--- config.mk ---
export PLATFORM = sky130hd
export DESIGN_NAME = mem_stage_dcache
export DESIGN_NICKNAME = d
export VERILOG_FILES = /design/src/rtl/mem_stage_dcache.sv
export SDC_FILE = /design/constraint.sdc
export NUM_CORES = 1
export LEC_CHECK = 0
export CAP_MARGIN = 20
export CELL_PAD_IN_SITES_DETAIL_PLACEMENT = 0
export CELL_PAD_IN_SITES_GLOBAL_PLACEMENT = 2
export CORE_ASPECT_RATIO = 0.7
export CORE_UTILIZATION = 44
export CTS_BUF_LIST = sky130_fd_sc_hd__clkbuf_16
export DETAILED_ROUTE_END_ITERATION = 7
export GPL_TIMING_DRIVEN = 0
export PLACE_DENSITY = 0.75
export RECOVER_POWER = 100
export SYNTH_ARGS = -nofsm -noshare
export SYNTH_HDL_FRONTEND = slang
export SYNTH_SLANG_ARGS = --single-unit
export TNS_END_PERCENT = 1
--- constraint.sdc ---
create_clock -name clk -period 7.3 [get_ports clk]
set_clock_uncertainty 0.15 [all_clocks]
set_input_delay 0.73 -clock clk [delete_from_list [all_inputs] [get_ports clk]]
set_output_delay 0.73 -clock clk [all_outputs]
set_load 0.01 [all_outputs]
--- src/rtl/mem_stage_dcache.sv ---
// Direct-mapped, write-through, no-write-allocate data cache for the MEM stage.
// Optional hit/miss statistics ports are enabled by defining DCACHE_STATS_EN.
module mem_stage_dcache #(
    parameter int INDEX_BITS = 4
) (
    input  logic        clk,
    input  logic        reset,
    input  logic        memRead,
    input  logic        memWrite,
    input  logic [31:0] addr,
    input  logic [31:0] writeData,
    output logic [31:0] readData,
    output logic        hit,
    output logic        memReq,
    output logic        memWe,
    output logic [31:0] memAddr,
    output logic [31:0] memWData,
    input  logic [31:0] memRData,
`ifdef DCACHE_STATS_EN
    input  logic        memAck,
    output logic [31:0] hitCount,
    output logic [31:0] missCount
`else
    input  logic        memAck
`endif
);

    localparam int LINES = 1 << INDEX_BITS;
    localparam int TAG_W = 32 - INDEX_BITS - 2;

    typedef enum logic [1:0] {
        IDLE    = 2'd0,
        RD_MISS = 2'd1,
        FILL    = 2'd2,
        WR_THRU = 2'd3
    } state_t;

    state_t r_state;
    state_t w_next;

    logic [LINES-1:0] r_valid;
    logic [TAG_W-1:0] r_tag  [LINES];
    logic [31:0]      r_data [LINES];
    logic [31:0]      r_readData;

    logic [INDEX_BITS-1:0] w_idx;
    logic [TAG_W-1:0]      w_tag;
    logic                  w_tagHit;
    logic                  w_readHit;
    logic                  w_readMiss;
    logic                  w_unused;

    assign w_idx    = addr[INDEX_BITS+1:2];
    assign w_tag    = addr[31:INDEX_BITS+2];
    assign w_unused = ^addr[1:0];

    assign w_tagHit   = r_valid[w_idx] && (r_tag[w_idx] == w_tag);
    // Write wins when both requests are raised, so a read only counts without memWrite.
    assign w_readHit  = (r_state == IDLE) && memRead && !memWrite && w_tagHit;
    assign w_readMiss = (r_state == IDLE) && memRead && !memWrite && !w_tagHit;

    always_ff @(posedge clk) begin
        if (reset) begin
            r_state <= IDLE;
        end else begin
            r_state <= w_next;
        end
    end

    always_comb begin
        w_next = r_state;
        hit    = 1'b0;
        memReq = 1'b0;
        memWe  = 1'b0;
        unique case (r_state)
            IDLE: begin
                if (memWrite) begin
                    w_next = WR_THRU;
                end else if (memRead && !w_tagHit) begin
                    w_next = RD_MISS;
                end else begin
                    hit = 1'b1;
                end
            end
            RD_MISS: begin
                memReq = 1'b1;
                if (memAck) begin
                    w_next = FILL;
                end
            end
            FILL: begin
                hit    = 1'b1;
                w_next = IDLE;
            end
            WR_THRU: begin
                memReq = 1'b1;
                memWe  = 1'b1;
                hit    = memAck;
                if (memAck) begin
                    w_next = IDLE;
                end
            end
            default: w_next = IDLE;
        endcase
    end

    always_ff @(posedge clk) begin
        if (reset) begin
            r_valid <= '0;
        end else if (r_state == RD_MISS && memAck) begin
            r_valid[w_idx] <= 1'b1;
        end
    end

    // Tag/data need no reset; a reset coinciding with an ack must not fill the line.
    always_ff @(posedge clk) begin
        if (!reset) begin
            if (r_state == RD_MISS && memAck) begin
                r_tag[w_idx]  <= w_tag;
                r_data[w_idx] <= memRData;
            end else if (r_state == WR_THRU && memAck && w_tagHit) begin
                r_data[w_idx] <= writeData;
            end
        end
    end

    always_ff @(posedge clk) begin
        if (reset) begin
            r_readData <= '0;
        end else if (w_readHit || r_state == FILL) begin
            r_readData <= r_data[w_idx];
        end
    end

    assign readData = (w_readHit || r_state == FILL) ? r_data[w_idx] : r_readData;
    assign memAddr  = {addr[31:2], 2'b00};
    assign memWData = writeData;

`ifdef DCACHE_STATS_EN
    logic [31:0] r_hitCount;
    logic [31:0] r_missCount;

    always_ff @(posedge clk) begin
        if (reset) begin
            r_hitCount  <= '0;
            r_missCount <= '0;
        end else begin
            if (w_readHit && r_hitCount != '1) begin
                r_hitCount <= r_hitCount + 32'd1;
            end
            if (w_readMiss && r_missCount != '1) begin
                r_missCount <= r_missCount + 32'd1;
            end
        end
    end

    assign hitCount  = r_hitCount;
    assign missCount = r_missCount;
`else
    logic w_unusedMiss;
    assign w_unusedMiss = w_readMiss;
`endif

endmodule

# --- Word-level counts from Yosys, hierarchy flattened ---
# Memory sizes are Yosys's and may differ from the RTL's.
# Cells that the tools add are included.
classes:
  order_cmp: 2
  eq_ne: 7
  n_mux: 23
  bitwise: 2
  n_reduce_logical: 15
ops:
  columns: ["cell", "n"]
  rows:
  - ["32-bit two-way mux", 2]
  - ["26-bit equality test", 1]
  - ["16-bit OR", 1]
  - ["1-bit two-way mux", 13]
  - ["1-bit logical AND", 9]
  - ["2-bit two-way mux", 4]
  - ["2-bit case mux with 4 select lines", 1]
  - ["4-bit by 5-bit < comparator with 1-bit output (second input constant)", 1]
  - ["1-bit binary-select mux with 4-bit select", 1]
  - ["1-bit demux with 4-bit select", 1]
  - ["2-bit equality test (second input constant)", 2]
  - ["4-bit by 1-bit greater-or-equal comparator with 1-bit output (second input constant)", 1]
  - ["2-bit != test (second input constant)", 2]
  - ["3-bit by 2-bit != test with 1-bit output (second input constant)", 1]
  - ["1-bit case mux with 3 select lines", 1]
  - ["3-bit AND reduction", 1]
  - ["2-bit by 1-bit equality test with 1-bit output (second input constant)", 1]
  - ["1-bit logical NOT", 2]
  - ["2-bit logical NOT", 1]
  - ["2-bit OR reduction", 1]
  - ["1-bit logical OR", 1]
  - ["1-bit OR", 1]
totals:
  register_bits: 50
  ramBits: 928
  in_bits: 101
  mem_count: 2
mem_list:
  columns: ["name", "words", "width", "read_ports", "rd_clocked_by_memory_dff", "wr", "line_no", "source"]
  rows:
  - ["r_data", 16, 32, 1, 0, 1, "43", "logic [31:0] r_data [LINES];"]
  - ["r_tag", 16, 26, 1, 0, 1, "42", "logic [TAG_W-1:0] r_tag [LINES];"]

# --- Longest topological paths before layout ---
logic_depth:
  word_depth: 9
  mapped_depth: 15
  depth_no_buf: 8

# --- Least setup slack after synthesis ---
# OpenSTA, ideal clock, no wires.
synth_path:
  path_type: "input-to-reg"
  from: "input port addr[5]"
  to: "memory r_data[10][0] (enable)"
  setup_ps: 470
  arrival_time_ps: 5936
  slack_ps: 744
  path_stages: 12
  n_path_buf: 5
  cell_sequence: "buf_2 > buf_2 > buf_1 > mux4_2 > a221oi_1 > xnor2_1 > a2111oi_4 > nand4_2 > or4_4 > buf_6 > buf_2 > a211oi_1"
synth_via:
  elab_chain_len: 9
  elab_cells_between_ends: 11
synth_rtl:
  columns: ["item", "line_no", "source"]
  rows:
  - ["from (decl)", "10", "input logic [31:0] addr,"]
  - ["memory read 16 x 26 bit / 1-bit binary-select mux with 4-bit select (equally long branches)", null, null]
  - ["26-bit equality test / 1-bit two-way mux (equally long branches)", "57", "assign w_tagHit = r_valid[w_idx] && (r_tag[w_idx] == w_tag);"]
  - ["1-bit logical AND", "57", null]
  - ["1-bit logical AND", "121", "end else if (r_state == WR_THRU && memAck && w_tagHit) begin"]
  - ["1-bit two-way mux", "121", null]
  - ["1-bit two-way mux", "118", "if (r_state == RD_MISS && memAck) begin"]
  - ["1-bit two-way mux", "117", "if (!reset) begin"]
  - ["1-bit two-way mux (not written as such)", "122", "r_data[w_idx] <= writeData;"]
  - ["1-bit OR (no source line)", null, null]
  - ["to (decl)", "43", null]
# Parallel ways exist; a longest one is shown, timed or not. The select of a mux whose other input is x is not followed.

# --- Worst setup path after layout ---
layout_path:
  from: "input port addr[4]"
  to: "memory r_data[12][22] (enable)"
# The elaborated chain is that of the path after synthesis.

==> flow_summary_export.csv <==
group,metric,value,unit
place,dp_cells,3364,
synth,synth_edf_count,928,
final_layout,fill_cells,6877,
synth,async_flop_share,0,%
final_layout,layoutNonFillerInstCount,3542,
floorplan,fp.dieH,253,um
route,drt_iter0_drc,2568,
timing,slew_headroom,-45.8,%
place,gp_congestion,0.888,
min_path,hold_depth,2,
synth,postSynthCellCount,1940,
setup_path,crit_path_max_fanout,10,
setup_path,startpoint,"addr[4]",
min_path,hp-class,"flip-flop to flip-flop",
setup_path,r2r_cells,12,
pwr,cellLeakagePower,15.3,nW
global_routing,grt_max_degree,24,
synth,ys_ff_latch,978,
pwr,power_density,254,nW/um^2
synth,synth_mux_area_share,19.0,%
place,dp_hpwl,69.5,mm
synth,yosys-top-cells-count,"edfxtp_1, mux4_2, mux2i_1",
route,via_count,20754,
synth,synth-xor-area-share,0.509,%
min_path,whs_endpoint,"r_readData[3]",
synth,synth_area,39500,um^2
setup_path,cp-end-kind,"flip-flop",
synth,netlist-cell-type-count,59,
floorplan,dieArea,91100,um^2
floorplan,core,88600,um^2
floorplan,boundaryPins,200,
clock_tree,cts_resized,0,
floorplan,die_x,360,um
setup_path,critPathLaunchType,"input port",
clock_tree,htree_levels,3,
global_routing,grt_pass1_wl,148,mm
route,dr.pass1.iters,5,
setup_path,max_stage_delay,1060,ps
clock_tree,worst_skew_pair.late_latency,660,ps
floorplan,initial_core_util,44.6,%
timing,max_freq,140,MHz
run_status,status,"finished, violations left",
synth,synthAdderAreaFrac,0,%
global_routing,grt-ovfl-total,0,
final_layout,nets,2403,
global_routing,antenna_found_initial,3,
route,route.detailed.wl_per_inst,29.4,um
synth,synth_top_family_by_area,"multiplexers",
clock_tree,clkTransAtPathRegs,60,ps
floorplan,rows,91,
timing,final_hold_viol_count,0,
setup_path,path_common_cell,"clkbuf_1",
clock_tree,numCtsBuffers,91,
timing,tns,0,ps
global_routing,grt_use_total,23.0,%
timing,min_period,7160,ps
clock_tree,cts_tree,"built",
route,postRouteAntennaNets,0,
synth,yosys_warnings,0,
synth,yosys-top-cells-area,"edfxtp_1, mux4_2, dfxtp_1, mux2i_1, mux2_2",
route,drt-total-wl,104,mm
min_path,worstHoldStart,"r_readData[3]",
setup_path,cp_top_family,"buffers and inverters",
setup_path,rr_startpoint,"r_tag[11][23]",
setup_path,cp.required,7490,ps
synth,syn_avg_cell_area,20.4,um^2
synth,ys.flop_type,"edfxtp_1",
setup_path,reg2reg_slack,1040,ps
final_layout,areaGrowthSynthToFinish,18.2,%
route,drc_errors,0,
place,portBuffers,191,
final_layout,drive_above_1_share,25.7,%
global_routing,grt_pass1_vias,20862,
pwr,irDropWorstVdd,0.000163,V
route,viasPerCell,5.86,
synth,yosysSeqAreaShare,73.0,%
setup_path,crit_arrival,7350,ps
synth,synth_compound_area_share,2.26,%
synth,synthSimpleGateAreaFrac,2.41,%
clock_tree,cts_hold_buf,0,
synth,synth_largest_area_cell,"edfxtp_1",
synth,netlist.area_leader.share,70.5,%
clock_tree,numClockSinks,978,
timing,tightest_slew,2180,ps
setup_path,slowest_stage,"a211oi_2",
job,max_cap_violations,16,
clock_tree,cts-root-buf,"clkbuf_16",
timing,rsz0062_at_grt,"no",
timing,period_share,98.1,%
clock_tree,cts_buffer_depth,3,
synth,synth_most_common_cell,"edfxtp_1",
setup_path,r2r-end,"r_data[12][22]",
setup_path,cp_cell_sequence,"dlygate4sd3_1 > buf_2 > clkbuf_1 > clkbuf_1 > nand2_1 > nor4_1 > o2111ai_1 > or4_1 > buf_6 > clkbuf_1 > a211oi_2 > buf_8 > buf_4",
setup_path,critPathKind,"input port to flip-flop",
timing,setup_viol,0,
timing,slew_violations,289,
run_status,violations,"capacitance limit, slew limit",
setup_path,crit_buf_inv,8,
[worst register-to-register path, stage by stage (launching register included)]
cell and delay, ps:
edfxtp_1 370, mux4_2 470, mux2i_1 370, o32a_1 310, o21ai_0 150, nor4_1 700, o2111ai_1 450, or4_1 800
buf_6 250, clkbuf_1 330, a211oi_2 1060, buf_8 270, buf_4 260
[state kept, by name, indices dropped and copies added, names as in the netlist]
register    cells
r_readData     32
r_valid        16
r_data        512
r_state         2
r_tag         416
[cell families after synthesis]
family	count (synthesis)
DFF	978
muxes	430
buffers and inverters	203
and+or+nand+nor	185
AOI/OAI and AO/OA	120
xor gates and xnor gates	23
other	1
[area by class of cell]
class | count | area (um^2) | area share [%]
Clock inverter | 73 | 617 | 1.32
Timing Repair Buffer | 268 | 2660 | 5.69
Clock buffer | 97 | 2430 | 5.19
Buffer | 171 | 976 | 2.09
Inverter | 32 | 120 | 0.257
Antenna cell | 1 | 2.50 | 0.00535
Tap cell | 1162 | 1450 | 3.11
Sequential cell | 978 | 28900 | 61.7
Multi-Input combinational cell | 760 | 9630 | 20.6
[report_power, final]
group	leakage, nW	internal, mW	total [mW]	switching [mW]
Sequential	8.75	6.17	6.18	0.0124
Clock	1.55	2.76	4.82	2.06
Combinational	5.03	0.405	0.888	0.483
[metrics by stage]
step	utilization (%)	power (mW)	hold WS, ps	worst slack, ps	area (um^2)
3_3_place_gp	48.4	7.17	293	-4650	42900
2_1_floorplan	-	6.79	286	744	39500
4_1_cts	53.7	12.0	316	263	47600
6_report	52.8	11.9	311	141	46800
5_1_grt	52.8	12.2	336	17.7	46800
3_5_place_dp	50.3	7.21	308	-298	44500
[layer usage]
layer / wire length, um / share of wire [%] / GRT usage, % / vias to the layer above
li1: - / - / - / 8650
met1: 45900 / 44 / 34.1 / 11024
met2: 46900 / 45 / 34.7 / 944
met3: 9180 / 8.8 / 5.11 / 136
met4: 2150 / 2.1 / 5.29 / 0
met5: 0 / 0 / 0 / -
[worst max-delay path by stage]
stage	end	cells after the start	slack, ps
6_report	r_data[12][22]	13	140
5_1_grt	readData[11]	14	20
4_1_cts	readData[30]	14	260
3_5_place_dp	readData[30]	13	-300
3_3_place_gp	r_data[12][5]	13	-4650
2_1_floorplan	r_data[10][0]	12	740
[placed cells by master (no fill, tap or decap), types with 53 or more instances in the layout]
cell	n
mux2i_1	95
nand2b_1	55
clkbuf_1	64
nand2_1	56
mux2_2	55
buf_4	53
clkbuf_16	97
clkdlybuf4s50_1	123
mux4_2	247
dlygate4sd3_1	68
edfxtp_1	928
[timing repair]
item / 4_1_cts / 5_1_grt
endpoints found under the hold margin: 0 / 0
setup buffers: 2 / 0
endpoints found under the setup margin: 29 / 0
(Power assumes the default switching activity.)
